[src/rtl/i2c_seq_pkg.sv]
// Shared types and constants for the I2C register sequencer.
//   seq_state_e : sequencer FSM states
//   CW_*        : bit positions inside the 16-bit engine control word
//   RSP_*       : completion codes reported on rsp_err
//   cw_pack()   : builds one engine control word
package i2c_seq_pkg;

  typedef enum logic [2:0] {
    StIdle,
    StLoad,
    StIssue,
    StWait,
    StChk,
    StResp
  } seq_state_e;

  localparam int unsigned CW_RW    = 1;
  localparam int unsigned CW_START = 2;
  localparam int unsigned CW_ACK   = 3;
  localparam int unsigned CW_STOP  = 4;

  localparam logic [1:0] RSP_OK      = 2'b00;
  localparam logic [1:0] RSP_NACK    = 2'b01;
  localparam logic [1:0] RSP_TIMEOUT = 2'b10;

  // Bits not named here stay 0.
  function automatic logic [15:0] cw_pack(input logic [7:0] data, input logic start,
                                          input logic stop, input logic ack, input logic rw);
    logic [15:0] w;
    w           = '0;
    w[15:8]     = data;
    w[CW_START] = start;
    w[CW_STOP]  = stop;
    w[CW_ACK]   = ack;
    w[CW_RW]    = rw;
    return w;
  endfunction

endpackage

[src/rtl/i2c_sclk_gen.sv]
// SCL reference and engine step-strobe generator.
//   clk, reset   : system clock, synchronous active-high reset
//   ctrl_sclk    : low for the first half of each CLK_DIV-cycle period, high for the second
//   ctrl_sclk_en : one-cycle pulse at count CLK_DIV/4 (middle of the low phase)
module i2c_sclk_gen
  import i2c_seq_pkg::*;
#(
  parameter int unsigned CLK_DIV = 500
) (
  input  logic clk,
  input  logic reset,
  output logic ctrl_sclk,
  output logic ctrl_sclk_en
);

  localparam int unsigned CntW = $clog2(CLK_DIV);
  localparam logic [CntW-1:0] CntMax  = CntW'(CLK_DIV - 1);
  localparam logic [CntW-1:0] CntHalf = CntW'(CLK_DIV / 2);
  localparam logic [CntW-1:0] CntQtr  = CntW'(CLK_DIV / 4);

  if (CLK_DIV < 8 || (CLK_DIV % 2) != 0) begin : g_bad_clk_div
    $error("CLK_DIV must be even and at least 8");
  end

  logic [CntW-1:0] cnt_q, cnt_d;
  logic            sclk_q, sclk_d;
  logic            en_q, en_d;

  // Outputs are registered from the next count so they line up with cnt_q.
  always_comb begin
    cnt_d  = (cnt_q == CntMax) ? '0 : cnt_q + CntW'(1);
    sclk_d = (cnt_d >= CntHalf);
    en_d   = (cnt_d == CntQtr);
  end

  always_ff @(posedge clk) begin
    if (reset) begin
      cnt_q  <= '0;
      sclk_q <= 1'b0;
      en_q   <= 1'b0;
    end else begin
      cnt_q  <= cnt_d;
      sclk_q <= sclk_d;
      en_q   <= en_d;
    end
  end

  assign ctrl_sclk    = sclk_q;
  assign ctrl_sclk_en = en_q;

endmodule

[src/rtl/i2c_reg_seq.sv]
// I2C register-transaction sequencer driving the trans_bit byte engine.
//   Host side  : cmd_valid/cmd_ready/cmd_rd/cmd_dev/cmd_reg/cmd_wdata in,
//                rsp_valid/rsp_rdata/rsp_err out (01 = NACK, 10 = timeout)
//   Engine side: ctrl_sclk, ctrl_sclk_en, st_trigger, wr_data_in, ack_err_clr out;
//                trans_done, busy_flag, ack_err, rd_data_out_en, rd_data_out in
// Write: START+addr/W, reg, data+STOP. Read: START+addr/W, reg, rSTART+addr/R, byte+NACK+STOP.
// Optional macro I2C_SEQ_TIMEOUT_EN adds a per-byte timeout of TIMEOUT_CYC cycles.
module i2c_reg_seq
  import i2c_seq_pkg::*;
#(
  parameter int unsigned CLK_DIV     = 500,
  parameter int unsigned TIMEOUT_CYC = 2000000
) (
  input  logic        clk,
  input  logic        reset,
  input  logic        cmd_valid,
  output logic        cmd_ready,
  input  logic        cmd_rd,
  input  logic [6:0]  cmd_dev,
  input  logic [7:0]  cmd_reg,
  input  logic [7:0]  cmd_wdata,
  output logic        rsp_valid,
  output logic [7:0]  rsp_rdata,
  output logic [1:0]  rsp_err,
  output logic        ctrl_sclk,
  output logic        ctrl_sclk_en,
  output logic        st_trigger,
  output logic [15:0] wr_data_in,
  output logic        ack_err_clr,
  input  logic        trans_done,
  input  logic        busy_flag,
  input  logic        ack_err,
  input  logic        rd_data_out_en,
  input  logic [7:0]  rd_data_out
);

  if (TIMEOUT_CYC < 2) begin : g_bad_timeout
    $error("TIMEOUT_CYC must be at least 2");
  end

  i2c_sclk_gen #(
    .CLK_DIV (CLK_DIV)
  ) u_sclk_gen (
    .clk          (clk),
    .reset        (reset),
    .ctrl_sclk    (ctrl_sclk),
    .ctrl_sclk_en (ctrl_sclk_en)
  );

  seq_state_e  state_q, state_d;
  logic        rd_q, rd_d;
  logic [6:0]  dev_q, dev_d;
  logic [7:0]  reg_q, reg_d;
  logic [7:0]  wdata_q, wdata_d;
  logic [1:0]  idx_q, idx_d;
  logic [15:0] cw_q, cw_d;
  logic        trig_q, trig_d;
  logic        clr_q, clr_d;
  logic        ready_q, ready_d;
  logic        rsp_valid_q, rsp_valid_d;
  logic [7:0]  rsp_rdata_q, rsp_rdata_d;
  logic [1:0]  rsp_err_q, rsp_err_d;
  logic [7:0]  rdata_q, rdata_d;
  logic        done_prev_q, done_prev_d;
  logic        seen_en_q, seen_en_d;
  logic [15:0] byte_word;
  logic        last_byte;
`ifdef I2C_SEQ_TIMEOUT_EN
  logic [31:0] tmo_q, tmo_d;
`endif

  // Control word for the current byte of the command.
  always_comb begin
    byte_word = '0;
    case (idx_q)
      2'd0:    byte_word = cw_pack({dev_q, 1'b0}, 1'b1, 1'b0, 1'b0, 1'b1);
      2'd1:    byte_word = cw_pack(reg_q, 1'b0, 1'b0, 1'b0, 1'b1);
      2'd2:    byte_word = rd_q ? cw_pack({dev_q, 1'b1}, 1'b1, 1'b0, 1'b0, 1'b1)
                                : cw_pack(wdata_q, 1'b0, 1'b1, 1'b0, 1'b1);
      default: byte_word = cw_pack(8'h00, 1'b0, 1'b1, 1'b0, 1'b0);
    endcase
    last_byte = rd_q ? (idx_q == 2'd3) : (idx_q == 2'd2);
  end

  always_comb begin
    state_d     = state_q;
    rd_d        = rd_q;
    dev_d       = dev_q;
    reg_d       = reg_q;
    wdata_d     = wdata_q;
    idx_d       = idx_q;
    cw_d        = cw_q;
    trig_d      = trig_q;
    clr_d       = 1'b0;
    rsp_valid_d = 1'b0;
    rsp_rdata_d = rsp_rdata_q;
    rsp_err_d   = rsp_err_q;
    rdata_d     = rdata_q;
    done_prev_d = trans_done;
    seen_en_d   = seen_en_q;
`ifdef I2C_SEQ_TIMEOUT_EN
    tmo_d       = tmo_q;
`endif

    case (state_q)
      StIdle: begin
        if (cmd_valid) begin
          rd_d    = cmd_rd;
          dev_d   = cmd_dev;
          reg_d   = cmd_reg;
          wdata_d = cmd_wdata;
          idx_d   = 2'd0;
          rdata_d = 8'h00;
          state_d = StLoad;
        end
      end
      StLoad: begin
        cw_d      = byte_word;
        trig_d    = 1'b1;
        seen_en_d = 1'b0;
        state_d   = StIssue;
      end
      StIssue: begin
        // Engine has left idle/finish once it is busy with done low.
        if (busy_flag && !trans_done) begin
          trig_d  = 1'b0;
          state_d = StWait;
        end
      end
      StWait: begin
        if (rd_data_out_en) rdata_d = rd_data_out;
        if (trans_done && !done_prev_q) begin
          seen_en_d = 1'b0;
          state_d   = StChk;
        end
      end
      StChk: begin
        // ack_err is only trustworthy one cycle after the engine strobe.
        if (seen_en_q) begin
          if (cw_q[CW_RW] && ack_err) begin
            rsp_err_d   = RSP_NACK;
            clr_d       = 1'b1;
            rsp_valid_d = 1'b1;
            rsp_rdata_d = rdata_q;
            state_d     = StResp;
          end else if (last_byte) begin
            rsp_err_d   = RSP_OK;
            rsp_valid_d = 1'b1;
            rsp_rdata_d = rdata_q;
            state_d     = StResp;
          end else begin
            idx_d   = idx_q + 2'd1;
            state_d = StLoad;
          end
        end else if (ctrl_sclk_en) begin
          seen_en_d = 1'b1;
        end
      end
      StResp: begin
        state_d = StIdle;
      end
      default: state_d = StIdle;
    endcase

`ifdef I2C_SEQ_TIMEOUT_EN
    if (state_q == StLoad) begin
      tmo_d = '0;
    end else if (state_q == StIssue || state_q == StWait || state_q == StChk) begin
      if (tmo_q == 32'(TIMEOUT_CYC - 1)) begin
        trig_d      = 1'b0;
        clr_d       = 1'b1;
        rsp_err_d   = RSP_TIMEOUT;
        rsp_valid_d = 1'b1;
        rsp_rdata_d = rdata_q;
        state_d     = StResp;
      end else begin
        tmo_d = tmo_q + 32'd1;
      end
    end
`endif

    ready_d = (state_d == StIdle);
  end

  always_ff @(posedge clk) begin
    if (reset) begin
      state_q     <= StIdle;
      rd_q        <= 1'b0;
      dev_q       <= '0;
      reg_q       <= '0;
      wdata_q     <= '0;
      idx_q       <= '0;
      cw_q        <= '0;
      trig_q      <= 1'b0;
      clr_q       <= 1'b0;
      ready_q     <= 1'b1;
      rsp_valid_q <= 1'b0;
      rsp_rdata_q <= '0;
      rsp_err_q   <= RSP_OK;
      rdata_q     <= '0;
      done_prev_q <= 1'b0;
      seen_en_q   <= 1'b0;
`ifdef I2C_SEQ_TIMEOUT_EN
      tmo_q       <= '0;
`endif
    end else begin
      state_q     <= state_d;
      rd_q        <= rd_d;
      dev_q       <= dev_d;
      reg_q       <= reg_d;
      wdata_q     <= wdata_d;
      idx_q       <= idx_d;
      cw_q        <= cw_d;
      trig_q      <= trig_d;
      clr_q       <= clr_d;
      ready_q     <= ready_d;
      rsp_valid_q <= rsp_valid_d;
      rsp_rdata_q <= rsp_rdata_d;
      rsp_err_q   <= rsp_err_d;
      rdata_q     <= rdata_d;
      done_prev_q <= done_prev_d;
      seen_en_q   <= seen_en_d;
`ifdef I2C_SEQ_TIMEOUT_EN
      tmo_q       <= tmo_d;
`endif
    end
  end

  assign cmd_ready   = ready_q;
  assign st_trigger  = trig_q;
  assign wr_data_in  = cw_q;
  assign ack_err_clr = clr_q;
  assign rsp_valid   = rsp_valid_q;
  assign rsp_rdata   = rsp_rdata_q;
`ifdef I2C_SEQ_TIMEOUT_EN
  assign rsp_err     = rsp_err_q;
`else
  assign rsp_err     = rsp_err_q & ~RSP_TIMEOUT;
`endif

endmodule

[config.mk]
export PLATFORM = sky130hd
export DESIGN_NAME = i2c_reg_seq
export DESIGN_NICKNAME = d
export VERILOG_FILES = /design/src/rtl/i2c_seq_pkg.sv /design/src/rtl/i2c_sclk_gen.sv /design/src/rtl/i2c_reg_seq.sv
export SDC_FILE = /design/constraint.sdc
export NUM_CORES = 1
export LEC_CHECK = 0
export ABC_AREA = 0
export CORE_MARGIN = 1.5
export CORE_UTILIZATION = 30
export CTS_CLUSTER_SIZE = 30
export DETAILED_ROUTE_END_ITERATION = 10
export DONT_BUFFER_PORTS = 1
export GPL_TIMING_DRIVEN = 1
export PLACE_DENSITY = 0.45
export SLEW_MARGIN = 25
export SYNTH_ARGS = -nofsm -noshare
export SYNTH_HDL_FRONTEND = slang
export SYNTH_SLANG_ARGS = --single-unit
[constraint.sdc]
create_clock -name clk -period 1.9 [get_ports clk]
set_input_delay 0.38 -clock clk [delete_from_list [all_inputs] [get_ports clk]]
set_output_delay 0.38 -clock clk [all_outputs]
set_load 0.1 [all_outputs]
==> results of run 1 <==
[Yosys cell counts (all sizes together) (3+ instances only)]
cell type	instances	share of area
nor2	39	0.048
inv	10	0.012
mux2i	8	0.026
o21ai	6	0.0097
a222oi	7	0.023
nand2	74	0.090
a21oi	49	0.081
nand2b	4	0.0081
nand3	9	0.015
clkbuf	12	0.015
ha	8	0.032
xor2	3	0.0085
nor3	4	0.0065
and2	5	0.010
nor2b	5	0.010
buf	15	0.037
dfxtp	74	0.48
[metrics by stage]
stage                     hold WS (ns)  area, um2  worst slack, ns
after detailed placement        0.4463       3388           0.1869
after global routing           0.06567       3616         0.009654
after floorplan                 0.4328       3110           0.2383
final                           0.1020       3616           0.2320
after global placement          0.4409       3388           0.2264
after CTS                      0.08004       3615           0.1706
[worst max-delay path, stage by stage, from the launching register on]
cell      delay [ns]
dfxtp_1         0.43
ha_1            0.24
nor2b_1         0.47
a222oi_1        0.18
nor2_1          0.16
a21oi_1         0.05
nor2_1          0.08
[final timing paths]
check             start             endpoint  slack [ns]  depth (start not counted)
max            idx_q[1]       wr_data_in[14]        0.23                          6
min               reset  u_sclk_gen.cnt_q[1]        0.10                          1
max reg2reg    idx_q[1]       wr_data_in[14]        0.23                          6
min reg2reg  wdata_q[0]           wdata_q[0]        0.46                          2
[cell type report]
type,instances,area share
Inverter,10,0.01038
Timing Repair Buffer,36,0.07474
Clock inverter,5,0.02353
Tap cell,133,0.04602
Multi-Input combinational cell,261,0.3958
Sequential cell,74,0.4104
Clock buffer,11,0.03910
[logic make-up after synthesis]
logic type / after synthesis / share of synthesized area
flops: 74 / 0.4794
fa+ha+maj: 8 / 0.03239
buf+inv: 37 / 0.06356
simple gates: 157 / 0.2304
xor+xnor: 5 / 0.01417
compound gates: 76 / 0.1494
other cells: 1 / 0.001213
mux: 9 / 0.02956
[state kept, by name, summed over array words and instances (netlist names), 2 cells and up]
register          cells
wdata_q               8
wr_data_in           11
reg_q                 8
dev_q                 7
rdata_q               8
u_sclk_gen.cnt_q      9
rsp_rdata             8
idx_q                 2
state_q               3
[power groups by stage]
stage          registers [W]  logic, W  clock network, W
2_1_floorplan        0.00177  0.000260                 0
3_3_place_gp         0.00169  0.000395                 0
3_5_place_dp         0.00169  0.000398                 0
4_1_cts              0.00165  0.000399           0.00141
5_1_grt              0.00166  0.000431           0.00150
6_report             0.00165  0.000393           0.00136
[routing by layer]
layer	vias up	track usage	share of wire
li1	1284	-	-
met3	6	0.05952	0.062
met5	-	0	0
met2	57	0.2274	0.47
met4	0	0.03274	0.0091
met1	1167	0.1680	0.45
==> impl_results.html, run 1 <==
<table>
<tr><th>Metric</th><th>Value</th></tr>
<tr><th colspan="2">Detailed routing</th></tr>
<tr><td>Detailed-route vias per instance</td><td>4.743</td></tr>
<tr><td>Residual DRC</td><td>0</td></tr>
<tr><td>Number of detailed-route iterations in the first pass</td><td>4</td></tr>
<tr><td>Antenna-violating nets left</td><td>0</td></tr>
<tr><td>Vias</td><td>2514</td></tr>
<tr><td>Initial detailed-routing violation count</td><td>129</td></tr>
<tr><td>Mean routed wirelength per cell</td><td>13.72 um</td></tr>
<tr><td>Routed Wire Length</td><td>7270 um</td></tr>
<tr><th colspan="2">Timing</th></tr>
<tr><td>Finish-stage setup viols</td><td>0</td></tr>
<tr><td>Period minus WS final</td><td>1.668 ns</td></tr>
<tr><td>Worst slew slack as a fraction of its limit</td><td>0.6433</td></tr>
<tr><td>Achievable Freq</td><td>599.5 MHz</td></tr>
<tr><td>Sum Neg Setup Slack</td><td>0 ns</td></tr>
<tr><td>Worst-Margin Slew</td><td>0.5340 ns</td></tr>
<tr><td>Setup repair after global routing missed its margin</td><td>no</td></tr>
<tr><td>Slew Limit Fails</td><td>0</td></tr>
<tr><td>Post-route clock period utilization</td><td>0.8779</td></tr>
<tr><td>Worst setup skew after layout</td><td>0.008307 ns</td></tr>
<tr><td>Final hold vios</td><td>0</td></tr>
<tr><th colspan="2">Final layout</th></tr>
<tr><td>Synthesis-to-finish area growth</td><td>17.00%</td></tr>
<tr><td>FF/Latch Area</td><td>1484 um2</td></tr>
<tr><td>Multi-input gate area</td><td>1431 um2</td></tr>
<tr><td>Nets</td><td>439</td></tr>
<tr><td>Leading cell types in the layout, fill and taps excluded</td><td>74 x nand2_1, 72 x dfxtp_1, 48 x a21oi_1, 38 x nor2_1, 36 x buf_4</td></tr>
<tr><td>Count of inserted antenna diode cells</td><td>0</td></tr>
<tr><td>Filler Cell Count</td><td>1040</td></tr>
<tr><td>Ratio of cells with drive above 1 in the final layout</td><td>0.1436</td></tr>
<tr><td>Filler-free cell count of the finished design</td><td>530</td></tr>
<tr><td>Most frequent standard cell in the layout excluding fill and tap cells</td><td>nand2_1</td></tr>
<tr><td>Final core utilization</td><td>0.3666</td></tr>
<tr><th colspan="2">Pwr</th></tr>
<tr><td>Sum of internal, switching and leakage power</td><td>0.003410 W</td></tr>
<tr><td>Comb pwr share</td><td>0.115</td></tr>
<tr><td>Power share of the clock group</td><td>0.400</td></tr>
<tr><td>P_int</td><td>0.002502 W</td></tr>
<tr><td>Lkg Pwr</td><td>1.370 nW</td></tr>
<tr><td>Sw frac</td><td>0.2662</td></tr>
<tr><td>Power per cell area</td><td>943.0 nW/um2</td></tr>
<tr><td>Sequential Power Share</td><td>0.485</td></tr>
<tr><td>Peak supply drop</td><td>0.4181 mV</td></tr>
<tr><td>Switching power summed over all nets</td><td>0.0009078 W</td></tr>
<tr><th colspan="2">GRT</th></tr>
<tr><td>Antenna violations before repair</td><td>0</td></tr>
<tr><td>Total track usage</td><td>0.1391</td></tr>
<tr><td>Maximum number of pins on one net before global-route repair</td><td>58</td></tr>
<tr><td>Global-route wire length before repair</td><td>11960 um</td></tr>
<tr><td>Number of global-route vias before repair</td><td>2417</td></tr>
<tr><td>Congestion Overflow GR</td><td>0</td></tr>
<tr><th colspan="2">Setup path</th></tr>
<tr><td>Sort of element at the end of the critical path</td><td>flip-flop</td></tr>
<tr><td>Data arrival time of the critical path</td><td>1.95 ns</td></tr>
<tr><td>CP Class</td><td>flip-flop to flip-flop</td></tr>
<tr><td>Startpoint Class</td><td>flip-flop</td></tr>
<tr><td>Worst-path maximum fanout</td><td>8</td></tr>
<tr><td>Critical path required time</td><td>2.18 ns</td></tr>
<tr><th colspan="2">Outcome</th></tr>
<tr><td>Status</td><td>complete, no violations</td></tr>
<tr><th colspan="2">CTS</th></tr>
<tr><td>Root Driver</td><td>clkbuf_8</td></tr>
<tr><td>Number of buffers between clock root and the deepest sink</td><td>2</td></tr>
<tr><td>Clock tree from TritonCTS</td><td>built</td></tr>
<tr><td>Clock Pin Slew Worst Setup and Hold Paths</td><td>0.08 ns</td></tr>
<tr><td>Latest clock arrival within the worst-skew pair</td><td>0.35 ns</td></tr>
<tr><td>Post_cts resized</td><td>0</td></tr>
<tr><td>Clock buffers created by TritonCTS</td><td>9</td></tr>
<tr><td>Setup fix buffers added after clock tree synthesis</td><td>0</td></tr>
<tr><td>Number of clock sinks seen by CTS</td><td>74</td></tr>
<tr><td>H-tree levels</td><td>3</td></tr>
<tr><td>Post-CTS Hold Fix Bufs</td><td>0</td></tr>
<tr><th colspan="2">Logic synthesis</th></tr>
<tr><td>Synth Area per Inst</td><td>8.421 um2</td></tr>
<tr><td>Cell area after synthesis</td><td>3090 um2</td></tr>
<tr><td>Most instantiated flip-flop cell in the synthesis netlist</td><td>dfxtp_1</td></tr>
<tr><td>Number of register bits inferred by synthesis</td><td>74</td></tr>
<tr><td>Yosys Warn Count</td><td>0</td></tr>
<tr><td>Post-synth cell types</td><td>47</td></tr>
<tr><td>Gate count of the mapped netlist</td><td>367</td></tr>
<tr><td>Post-synthesis sequential area ratio</td><td>0.4794</td></tr>
<tr><td>Post-synth EDFFs</td><td>0</td></tr>
<tr><td>Async set-reset flop share out of synthesis</td><td>0</td></tr>
<tr><th colspan="2">Placement</th></tr>
<tr><td>Port Buffers</td><td>0</td></tr>
<tr><td>Final estimated routing congestion in global placement</td><td>0.7569</td></tr>
<tr><td>Cell count after placement</td><td>514</td></tr>
<tr><td>Post-detail-place hpwl</td><td>5184 um</td></tr>
<tr><th colspan="2">Floorplanning</th></tr>
<tr><td>Chip width</td><td>104.5 um</td></tr>
<tr><td>Rows</td><td>36</td></tr>
<tr><td>Area of the core region</td><td>9864 um2</td></tr>
<tr><td>Starting density of the core</td><td>0.3133</td></tr>
<tr><td>IO Count</td><td>71</td></tr>
<tr><td>Area of the die</td><td>10920 um2</td></tr>
<tr><td>Die height</td><td>104.5 um</td></tr>
<tr><th colspan="2">Run</th></tr>
<tr><td># Max-Cap Violations</td><td>0</td></tr>
<tr><th colspan="2">Hold path</th></tr>
<tr><td>Tightest Hold Check Type</td><td>primary input to flip-flop</td></tr>
</table>
Note: power is estimated with default switching activity, not from simulation.
==> inputs of run 2 (changes only) <==
--- a/config.mk
+++ b/config.mk
@@ -12,7 +12,7 @@
 export DETAILED_ROUTE_END_ITERATION = 10
 export DONT_BUFFER_PORTS = 1
 export GPL_TIMING_DRIVEN = 1
-export PLACE_DENSITY = 0.45
+export PLACE_DENSITY = 0.46
 export SLEW_MARGIN = 25
 export SYNTH_ARGS = -nofsm -noshare
 export SYNTH_HDL_FRONTEND = slang
==> run 2 against run 1 <==
Via count rose by 0.84%. Clock power is 8% higher. Global-route usage up 0.23 points. Critical path type unchanged. Register-to-register slack about the same. Highest routed layer unchanged.
==> impl_results.html, run 2 (synthesis results as in run 1) <==
<table>
<tr><th>Metric</th><th>Value</th></tr>
<tr><th colspan="2">Timing</th></tr>
<tr><td>Worst setup skew after layout</td><td>0.01059 ns (+0.002280 ns)</td></tr>
<tr><td>Achievable Freq</td><td>597.2 MHz (-0.39%)</td></tr>
<tr><td>Final hold vios</td><td>0 (unchanged)</td></tr>
<tr><td>Slew Limit Fails</td><td>0 (unchanged)</td></tr>
<tr><td>Post-route clock period utilization</td><td>0.8813 (+0.003398)</td></tr>
<tr><td>Finish-stage setup viols</td><td>0 (unchanged)</td></tr>
<tr><td>Setup repair after global routing missed its margin</td><td>no</td></tr>
<tr><td>Period minus WS final</td><td>1.674 ns (+0.006456 ns)</td></tr>
<tr><td>Worst-case hold slack</td><td>0.09243 ns (-0.009621 ns)</td></tr>
<tr><td>Sum Neg Setup Slack</td><td>0 ns (unchanged)</td></tr>
<tr><th colspan="2">Placement</th></tr>
<tr><td>Cell count after placement</td><td>513 (-0.19%)</td></tr>
<tr><td>Post-detailed-placement cell area</td><td>3381 um2 (-0.22%)</td></tr>
<tr><td>Port Buffers</td><td>0 (unchanged)</td></tr>
<tr><td>Final estimated routing congestion in global placement</td><td>0.8088 (+6.9%)</td></tr>
<tr><td>Post-detail-place hpwl</td><td>5199 um (+0.29%)</td></tr>
<tr><th colspan="2">GRT</th></tr>
<tr><td>Total track usage</td><td>0.1413 (+0.002271)</td></tr>
<tr><td>Met1 track demand over resource</td><td>0.1751 (+0.007074)</td></tr>
<tr><td>Number of global-route vias before repair</td><td>2454 (+1.5%)</td></tr>
<tr><td>Maximum number of pins on one net before global-route repair</td><td>58 (unchanged)</td></tr>
<tr><td>GR Layer Usage met2</td><td>0.2312 (+0.003759)</td></tr>
<tr><td>Global-route track usage on met3</td><td>0.04637 (-0.01316)</td></tr>
<tr><td>Antenna violations before repair</td><td>0 (unchanged)</td></tr>
<tr><td>Global-route wire length before repair</td><td>12440 um (+4.0%)</td></tr>
<tr><td>Most Crowded Layer GR</td><td>met2</td></tr>
<tr><td>Congestion Overflow GR</td><td>0 (unchanged)</td></tr>
<tr><th colspan="2">Setup path</th></tr>
<tr><td>Critical path required time</td><td>2.14 ns (-0.04 ns)</td></tr>
<tr><td>Critical Path Max Stage Delay</td><td>0.39 ns (-0.08 ns)</td></tr>
<tr><td>Cell Chain, Critical Path</td><td>inv_1 &gt; ha_1 &gt; a21o_2 &gt; a222oi_1 &gt; nor2_1 &gt; a21oi_1 &gt; nor2_1</td></tr>
<tr><td>Sort of element at the end of the critical path</td><td>flip-flop</td></tr>
<tr><td>Beginning of the critical path</td><td>idx_q[0]</td></tr>
<tr><td>R2r worst-path depth</td><td>7 (+1)</td></tr>
<tr><td>Reg2reg end</td><td>wr_data_in[13]</td></tr>
<tr><td>Startpoint Class</td><td>flip-flop</td></tr>
<tr><td>CP Class</td><td>flip-flop to flip-flop</td></tr>
<tr><td>Critical register-to-register path startpoint</td><td>idx_q[0]</td></tr>
<tr><td>Capturing instance or port of the critical path</td><td>wr_data_in[13]</td></tr>
<tr><td>Worst-path maximum fanout</td><td>8 (unchanged)</td></tr>
<tr><td>Data arrival time of the critical path</td><td>1.92 ns (-0.03 ns)</td></tr>
<tr><td>Worst reg-to-reg setup slack</td><td>0.23 ns (about the same)</td></tr>
<tr><td>Critical-path top delay cell</td><td>dfxtp_4</td></tr>
<tr><td>Most used cell along the critical path</td><td>nor2_1</td></tr>
<tr><th colspan="2">Pwr</th></tr>
<tr><td>Lkg Pwr</td><td>1.371 nW (about the same)</td></tr>
<tr><td>Peak supply drop</td><td>0.3923 mV (-6.2%)</td></tr>
<tr><td>Power share of the clock group</td><td>0.419 (+0.019)</td></tr>
<tr><td>Sw frac</td><td>0.2642 (-0.001979)</td></tr>
<tr><td>Power per cell area</td><td>969.2 nW/um2 (+2.8%)</td></tr>
<tr><td>Sum of internal, switching and leakage power</td><td>0.003515 W (+3.1%)</td></tr>
<tr><td>Sequential Power Share</td><td>0.470 (-0.015)</td></tr>
<tr><td>P_int</td><td>0.002586 W (+3.4%)</td></tr>
<tr><td>Switching power summed over all nets</td><td>0.0009289 W (+2.3%)</td></tr>
<tr><td>Comb pwr share</td><td>0.111 (-0.004)</td></tr>
<tr><th colspan="2">Final layout</th></tr>
<tr><td>Ratio of cells with drive above 1 in the final layout</td><td>0.1468 (+0.003259)</td></tr>
<tr><td>Number of flip-flops in the largest register</td><td>11 (unchanged)</td></tr>
<tr><td>Leading cell types in the layout, fill and taps excluded</td><td>74 x nand2_1, 72 x dfxtp_1, 48 x a21oi_1, 38 x nor2_1, 35 x buf_4</td></tr>
<tr><td>Synthesis-to-finish area growth</td><td>17.37%</td></tr>
<tr><td>Nets</td><td>438 (-0.23%)</td></tr>
<tr><td>Area of all placed cells without fillers</td><td>3627 um2 (+0.31%)</td></tr>
<tr><td>Count of inserted antenna diode cells</td><td>0 (unchanged)</td></tr>
<tr><td>Filler-free cell count of the finished design</td><td>528 (-0.38%)</td></tr>
<tr><td>Most frequent standard cell in the layout excluding fill and tap cells</td><td>nand2_1</td></tr>
<tr><th colspan="2">Detailed routing</th></tr>
<tr><td>Vias</td><td>2535 (+0.84%)</td></tr>
<tr><td>Initial detailed-routing violation count</td><td>150 (+16%)</td></tr>
<tr><td>Mean routed wirelength per cell</td><td>14.29 um (+4.2%)</td></tr>
<tr><td>Number of detailed-route iterations in the first pass</td><td>6 (+2)</td></tr>
<tr><td>Routed Wire Length</td><td>7546 um (+3.8%)</td></tr>
<tr><td>Residual DRC</td><td>0 (unchanged)</td></tr>
<tr><td>Detailed-route vias per instance</td><td>4.801 (+1.2%)</td></tr>
<tr><td>Antenna-violating nets left</td><td>0 (unchanged)</td></tr>
<tr><th colspan="2">CTS</th></tr>
<tr><td>Setup fix buffers added after clock tree synthesis</td><td>0 (unchanged)</td></tr>
<tr><td>Clock buffers created by TritonCTS</td><td>9 (unchanged)</td></tr>
<tr><td>Number of clock sinks seen by CTS</td><td>74 (unchanged)</td></tr>
<tr><td>Post-CTS Hold Fix Bufs</td><td>0 (unchanged)</td></tr>
<tr><td>H-tree levels</td><td>3 (unchanged)</td></tr>
<tr><td>Latest clock arrival within the worst-skew pair</td><td>0.35 ns (about the same)</td></tr>
<tr><td>Clock tree from TritonCTS</td><td>built</td></tr>
<tr><td>Number of buffers between clock root and the deepest sink</td><td>2 (unchanged)</td></tr>
<tr><td>Root Driver</td><td>clkbuf_8</td></tr>
<tr><td>Clock Pin Slew Worst Setup and Hold Paths</td><td>0.08 ns (about the same)</td></tr>
<tr><th colspan="2">Outcome</th></tr>
<tr><td>Status</td><td>complete, no violations</td></tr>
<tr><th colspan="2">Floorplanning</th></tr>
<tr><td>Die height</td><td>104.5 um (unchanged)</td></tr>
<tr><td>Chip width</td><td>104.5 um (unchanged)</td></tr>
<tr><td>Area of the die</td><td>10920 um2 (unchanged)</td></tr>
<tr><td>Starting density of the core</td><td>0.3133 (unchanged)</td></tr>
<tr><td>IO Count</td><td>71 (unchanged)</td></tr>
<tr><td>Area of the core region</td><td>9864 um2 (unchanged)</td></tr>
<tr><td>Rows</td><td>36 (unchanged)</td></tr>
<tr><th colspan="2">Hold path</th></tr>
<tr><td>Tightest Hold Check Type</td><td>primary input to flip-flop</td></tr>
<tr><th colspan="2">Run</th></tr>
<tr><td># Max-Cap Violations</td><td>0 (unchanged)</td></tr>
</table>
[run 2: worst min path at each step]
stage	slack, ns	endpoint	cells past startpoint	startpoint
2_1_floorplan	0.43	wdata_q[0]	2	wdata_q[0]
5_1_grt	0.06	done_prev_q	1	reset
3_3_place_gp	0.44	wdata_q[3]	2	wdata_q[3]
6_report	0.09	done_prev_q	1	reset
3_5_place_dp	0.44	wdata_q[4]	2	wdata_q[4]
4_1_cts	0.07	done_prev_q	1	reset
[run 2: repair_timing]
action / in CTS / in global routing
setup endpoints to repair: 0 / 7
hold endpoints to repair: 0 / 0
gates resized for setup: 0 / 4
[run 2: stage by stage]
stage | utilization | setup WS (ns)
floorplan | - | 0.2383
CTS | 0.3669 | 0.06234
finish | 0.3677 | 0.2256
global placement | 0.3427 | 0.1392
global route | 0.3677 | 0.02884
detailed placement | 0.3427 | 0.09237
[run 2: critical path, delay by kind of cell, from the launching register on]
| family | cells | cell delay [ns] |
|---|---|---|
| simple gates | 2 | 0.12 |
| flops | 1 | 0.39 |
| buf+inv | 1 | 0.07 |
| fa+ha+maj | 1 | 0.24 |
| compound gates | 3 | 0.76 |
[run 2: layer usage]
layer  wire length, um  share of wire
met1              3441           0.46
met2              3572           0.47
met3               404          0.054
met4               128          0.017
met5                 0              0
[run 2: area by class of cell]
cell class	count	area (um2)
multi-input combinational	261	1435
clock inverter	6	115.1
sequential	74	1486
tap	133	166.4
timing repair buffer	35	262.8
inverter	10	37.54
fill	1025	6237
clock buffer	9	123.9
[run 2: power groups by stage]
stage	Sequential [W]	Combinational, W	Clock (W)
after global placement	0.00169	0.000393	0
after CTS	0.00165	0.000396	0.00151
after global routing	0.00166	0.000428	0.00158
after floorplan	0.00177	0.000260	0
final	0.00165	0.000392	0.00147
after detailed placement	0.00169	0.000395	0
==> inputs of run 3 (changes only) <==
--- a/config.mk
+++ b/config.mk
@@ -5,14 +5,14 @@
 export SDC_FILE = /design/constraint.sdc
 export NUM_CORES = 1
 export LEC_CHECK = 0
-export ABC_AREA = 0
+export ABC_AREA = 1
 export CORE_MARGIN = 1.5
-export CORE_UTILIZATION = 30
+export CORE_UTILIZATION = 40
 export CTS_CLUSTER_SIZE = 30
 export DETAILED_ROUTE_END_ITERATION = 10
 export DONT_BUFFER_PORTS = 1
 export GPL_TIMING_DRIVEN = 1
-export PLACE_DENSITY = 0.46
+export PLACE_DENSITY = 0.56
 export SLEW_MARGIN = 25
 export SYNTH_ARGS = -nofsm -noshare
 export SYNTH_HDL_FRONTEND = slang
==> run 3 against run 2 <==
First-iteration DRC count is 29% lower. Synthesized cell count is 18% higher. Sequential cell count stayed put. Via count is 4.9% higher. Final area is 2.2% higher. Sequential power is 4% higher. Maximum frequency is 1.2% lower. Cell count is 7.4% higher.
==> impl_results.html, run 3 <==
<table>
<tr><th>Metric</th><th>Value</th></tr>
<tr><th colspan="2">Final layout</th></tr>
<tr><td>Filler Cell Count</td><td>800 (-22%)</td></tr>
<tr><td>Ratio of cells with drive above 1 in the final layout</td><td>0.1505 (+0.003702)</td></tr>
<tr><td>Count of inserted antenna diode cells</td><td>0 (unchanged)</td></tr>
<tr><td>Most frequent standard cell in the layout excluding fill and tap cells</td><td>nor2_1</td></tr>
<tr><td>Number of flip-flops in the largest register</td><td>11 (unchanged)</td></tr>
<tr><td>Leading cell types in the layout, fill and taps excluded</td><td>79 x nor2_1, 74 x dfxtp_1, 64 x nand2_1, 51 x inv_1, 42 x o21ai_0</td></tr>
<tr><td>Nets</td><td>507 (+16%)</td></tr>
<tr><td>Filler-free cell count of the finished design</td><td>567 (+7.4%)</td></tr>
<tr><td>Synthesis-to-finish area growth</td><td>16.11%</td></tr>
<tr><th colspan="2">Detailed routing</th></tr>
<tr><td>Number of detailed-route iterations in the first pass</td><td>4 (-2)</td></tr>
<tr><td>Antenna-violating nets left</td><td>0 (unchanged)</td></tr>
<tr><td>Detailed-route vias per instance</td><td>4.688 (-2.4%)</td></tr>
<tr><td>Highest Signal Layer</td><td>met4</td></tr>
<tr><td>Wire length the detailed router placed on met1</td><td>3445 um (+0.12%)</td></tr>
<tr><td>Routed Wire Length</td><td>6927 um (-8.2%)</td></tr>
<tr><td>Initial detailed-routing violation count</td><td>106 (-29%)</td></tr>
<tr><td>Met2 wire len</td><td>3075 um (-14%)</td></tr>
<tr><td>Met3 layer wire length in the routed design</td><td>319 um (-21%)</td></tr>
<tr><td>Mean routed wirelength per cell</td><td>12.22 um (-15%)</td></tr>
<tr><td>Vias</td><td>2658 (+4.9%)</td></tr>
<tr><td>Residual DRC</td><td>0 (unchanged)</td></tr>
<tr><th colspan="2">Run</th></tr>
<tr><td># Max-Cap Violations</td><td>0 (unchanged)</td></tr>
<tr><th colspan="2">Timing</th></tr>
<tr><td>Slew Limit Fails</td><td>0 (unchanged)</td></tr>
<tr><td>Setup repair after global routing missed its margin</td><td>no</td></tr>
<tr><td>Achievable Freq</td><td>589.9 MHz (-1.2%)</td></tr>
<tr><td>Worst setup skew after layout</td><td>0.008648 ns (-0.001939 ns)</td></tr>
<tr><td>Period minus WS final</td><td>1.695 ns (+0.02088 ns)</td></tr>
<tr><td>Finish-stage setup viols</td><td>0 (unchanged)</td></tr>
<tr><td>Post-route clock period utilization</td><td>0.8923 (+0.01099)</td></tr>
<tr><td>Sum Neg Setup Slack</td><td>0 ns (unchanged)</td></tr>
<tr><td>Final hold vios</td><td>0 (unchanged)</td></tr>
<tr><th colspan="2">GRT</th></tr>
<tr><td>Antenna violations before repair</td><td>0 (unchanged)</td></tr>
<tr><td>Total track usage</td><td>0.1738 (+0.03248)</td></tr>
<tr><td>Global-route wire length before repair</td><td>11540 um (-7.2%)</td></tr>
<tr><td>Congestion Overflow GR</td><td>0 (unchanged)</td></tr>
<tr><td>Number of global-route vias before repair</td><td>2476 (+0.90%)</td></tr>
<tr><td>Maximum number of pins on one net before global-route repair</td><td>27 (-53%)</td></tr>
<tr><th colspan="2">Logic synthesis</th></tr>
<tr><td>Post-synthesis sequential area ratio</td><td>0.4641 (-0.01522)</td></tr>
<tr><td>Synth Area per Inst</td><td>7.371 um2 (-12%)</td></tr>
<tr><td>Commonest cells post-synth</td><td>79 x nor2_1, 74 x dfxtp_1, 64 x nand2_1, 51 x inv_1, 42 x o21ai_0</td></tr>
<tr><td>Dominant cell type by area after synthesis</td><td>dfxtp_1</td></tr>
<tr><td>Biggest area contributors in the synthesized netlist</td><td>dfxtp_1 46%, nor2_1 9.3%, nand2_1 7.5%</td></tr>
<tr><td>Yosys Warn Count</td><td>0 (unchanged)</td></tr>
<tr><td>Most common cell in the synthesized netlist</td><td>nor2_1</td></tr>
<tr><td>Most instantiated flip-flop cell in the synthesis netlist</td><td>dfxtp_1</td></tr>
<tr><td>Post-synth cell types</td><td>31 (-34%)</td></tr>
<tr><td>Area share of the leading cell type in the synthesized netlist</td><td>0.4641 (-0.01522)</td></tr>
<tr><td>Gate count of the mapped netlist</td><td>433 (+18%)</td></tr>
<tr><td>Cell area after synthesis</td><td>3192 um2 (+3.3%)</td></tr>
<tr><td>Post-synth EDFFs</td><td>0 (unchanged)</td></tr>
<tr><td>Number of register bits inferred by synthesis</td><td>74 (unchanged)</td></tr>
<tr><td>Async set-reset flop share out of synthesis</td><td>0 (unchanged)</td></tr>
<tr><th colspan="2">Floorplanning</th></tr>
<tr><td>Area of the core region</td><td>7727 um2 (-22%)</td></tr>
<tr><td>Starting density of the core</td><td>0.4131 (+0.09976)</td></tr>
<tr><td>Area of the die</td><td>8525 um2 (-22%)</td></tr>
<tr><td>Chip width</td><td>92.33 um (-12%)</td></tr>
<tr><td>Rows</td><td>32 (-11%)</td></tr>
<tr><td>Die height</td><td>92.33 um (-12%)</td></tr>
<tr><td>IO Count</td><td>71 (unchanged)</td></tr>
<tr><th colspan="2">CTS</th></tr>
<tr><td>Post-CTS Hold Fix Bufs</td><td>0 (unchanged)</td></tr>
<tr><td>H-tree levels</td><td>3 (unchanged)</td></tr>
<tr><td>Number of clock sinks seen by CTS</td><td>74 (unchanged)</td></tr>
<tr><td>Latest clock arrival within the worst-skew pair</td><td>0.34 ns (about the same)</td></tr>
<tr><td>Clock buffers created by TritonCTS</td><td>9 (unchanged)</td></tr>
<tr><td>Setup fix buffers added after clock tree synthesis</td><td>0 (unchanged)</td></tr>
<tr><td>Number of buffers between clock root and the deepest sink</td><td>2 (unchanged)</td></tr>
<tr><td>Post_cts resized</td><td>0 (unchanged)</td></tr>
<tr><td>Clock tree from TritonCTS</td><td>built</td></tr>
<tr><td>Root Driver</td><td>clkbuf_8</td></tr>
<tr><td>Clock Pin Slew Worst Setup and Hold Paths</td><td>0.08 ns (about the same)</td></tr>
<tr><th colspan="2">Setup path</th></tr>
<tr><td>Startpoint Class</td><td>flip-flop</td></tr>
<tr><td>Critical Path Max Stage Delay</td><td>0.36 ns (-0.03 ns)</td></tr>
<tr><td>Cell Chain, Critical Path</td><td>inv_1 &gt; ha_1 &gt; nand2_2 &gt; nand3_1 &gt; nand2_2 &gt; nor2_4 &gt; inv_1 &gt; nor2_1 &gt; nor2_1</td></tr>
<tr><td>R2r worst-path depth</td><td>9 (+2)</td></tr>
<tr><td>Critical register-to-register path startpoint</td><td>idx_q[0]</td></tr>
<tr><td>Critical-path top delay cell</td><td>dfxtp_1</td></tr>
<tr><td>Worst-path maximum fanout</td><td>13 (+5)</td></tr>
<tr><td>Reg2reg end</td><td>rsp_rdata[3]</td></tr>
<tr><td>Kind of cell adding the most delay to the critical path</td><td>simple AND/OR/NAND/NOR gates</td></tr>
<tr><td>Data arrival time of the critical path</td><td>1.93 ns (about the same)</td></tr>
<tr><td>Worst reg-to-reg setup slack</td><td>0.20 ns (-0.02 ns)</td></tr>
<tr><td>CP Class</td><td>flip-flop to flip-flop</td></tr>
<tr><td>CP bufs+invs</td><td>2 (+1)</td></tr>
<tr><td>Sort of element at the end of the critical path</td><td>flip-flop</td></tr>
<tr><td>Critical path required time</td><td>2.14 ns (about the same)</td></tr>
<tr><th colspan="2">Pwr</th></tr>
<tr><td>Lkg Pwr</td><td>1.638 nW (+19%)</td></tr>
<tr><td>Power per cell area</td><td>1028 nW/um2 (+6.1%)</td></tr>
<tr><td>Sum of internal, switching and leakage power</td><td>0.003809 W (+8.4%)</td></tr>
<tr><td>Peak supply drop</td><td>0.4547 mV (+16%)</td></tr>
<tr><th colspan="2">Placement</th></tr>
<tr><td>Cell count after placement</td><td>551 (+7.4%)</td></tr>
<tr><td>Post-detail-place hpwl</td><td>5173 um (-0.50%)</td></tr>
<tr><td>Final estimated routing congestion in global placement</td><td>0.8664 (+7.1%)</td></tr>
<tr><td>Port Buffers</td><td>0 (unchanged)</td></tr>
<tr><th colspan="2">Hold path</th></tr>
<tr><td>Critical hold path startpoint</td><td>reset</td></tr>
<tr><td>Worst hold path endpoint</td><td>u_sclk_gen.cnt_q[2]</td></tr>
<tr><td>Count of cells along the worst hold path</td><td>1 (unchanged)</td></tr>
<tr><td>Tightest Hold Check Type</td><td>primary input to flip-flop</td></tr>
<tr><th colspan="2">Outcome</th></tr>
<tr><td>Status</td><td>complete, no violations</td></tr>
</table>
## run 3: changes by cell type after synthesis, sizes merged, moves of 5 or more
cell,delta
nor2,+46
mux2i,-8
a21oi,-14
nand2,-6
nor2b,-5
and2,-5
inv,+45
o21ai,+46
nand3,+6
clkbuf,-6
a222oi,-7
## run 3: layer usage
metal,vias up,global-route usage
li1,1419,-
met1,1180,0.2351
met2,51,0.2629
met3,8,0.04105
met4,0,0.07692
met5,-,0
## run 3: metrics by stage
stage	utilization	instance area (um2)	setup slack, ns	hold slack, ns
finish	0.4796	3706	0.2047	0.09923
detailed placement	0.4471	3455	0.2092	0.4422
global route	0.4796	3706	0.01553	0.07544
floorplan	-	3211	0.02156	0.4245
global placement	0.4471	3455	0.3116	0.4360
CTS	0.4796	3706	0.2013	0.08078
## run 3: power by group
part           internal, W  switching [W]
clock             0.000910       0.000591
combinational     0.000157       0.000444
sequential         0.00165      0.0000544
## run 3: area by class of cell
type                    instances  area (um2)  area share
clock inverters                 6       113.9     0.03072
inverters                      55       206.4     0.05571
repair buffers                 33       247.7     0.06685
clock buffers                  10       137.6     0.03714
flip-flops and latches         74        1481      0.3997
multi-input cells             287        1391      0.3754
well taps                     102       127.6     0.03444
## run 3: cell families after synthesis
kind of cell / after synthesis / synth area share
fa+ha+maj: 8 / 0.03136
simple gates: 177 / 0.2356
other cells: 1 / 0.001175
compound gates: 96 / 0.1619
flops: 74 / 0.4641
buf+inv: 77 / 0.1058
## run 3: worst max-delay path by stage
stage	start	endpoint	slack, ns	depth (start not counted)
2_1_floorplan	wr_data_in[1]	rsp_err_q[0]	0.02	7
3_3_place_gp	idx_q[0]	rsp_rdata[1]	0.31	9
3_5_place_dp	idx_q[0]	rsp_rdata[3]	0.21	9
4_1_cts	idx_q[0]	rsp_rdata[3]	0.20	9
5_1_grt	idx_q[0]	rsp_rdata[3]	0.02	9
6_report	idx_q[0]	rsp_rdata[3]	0.20	9
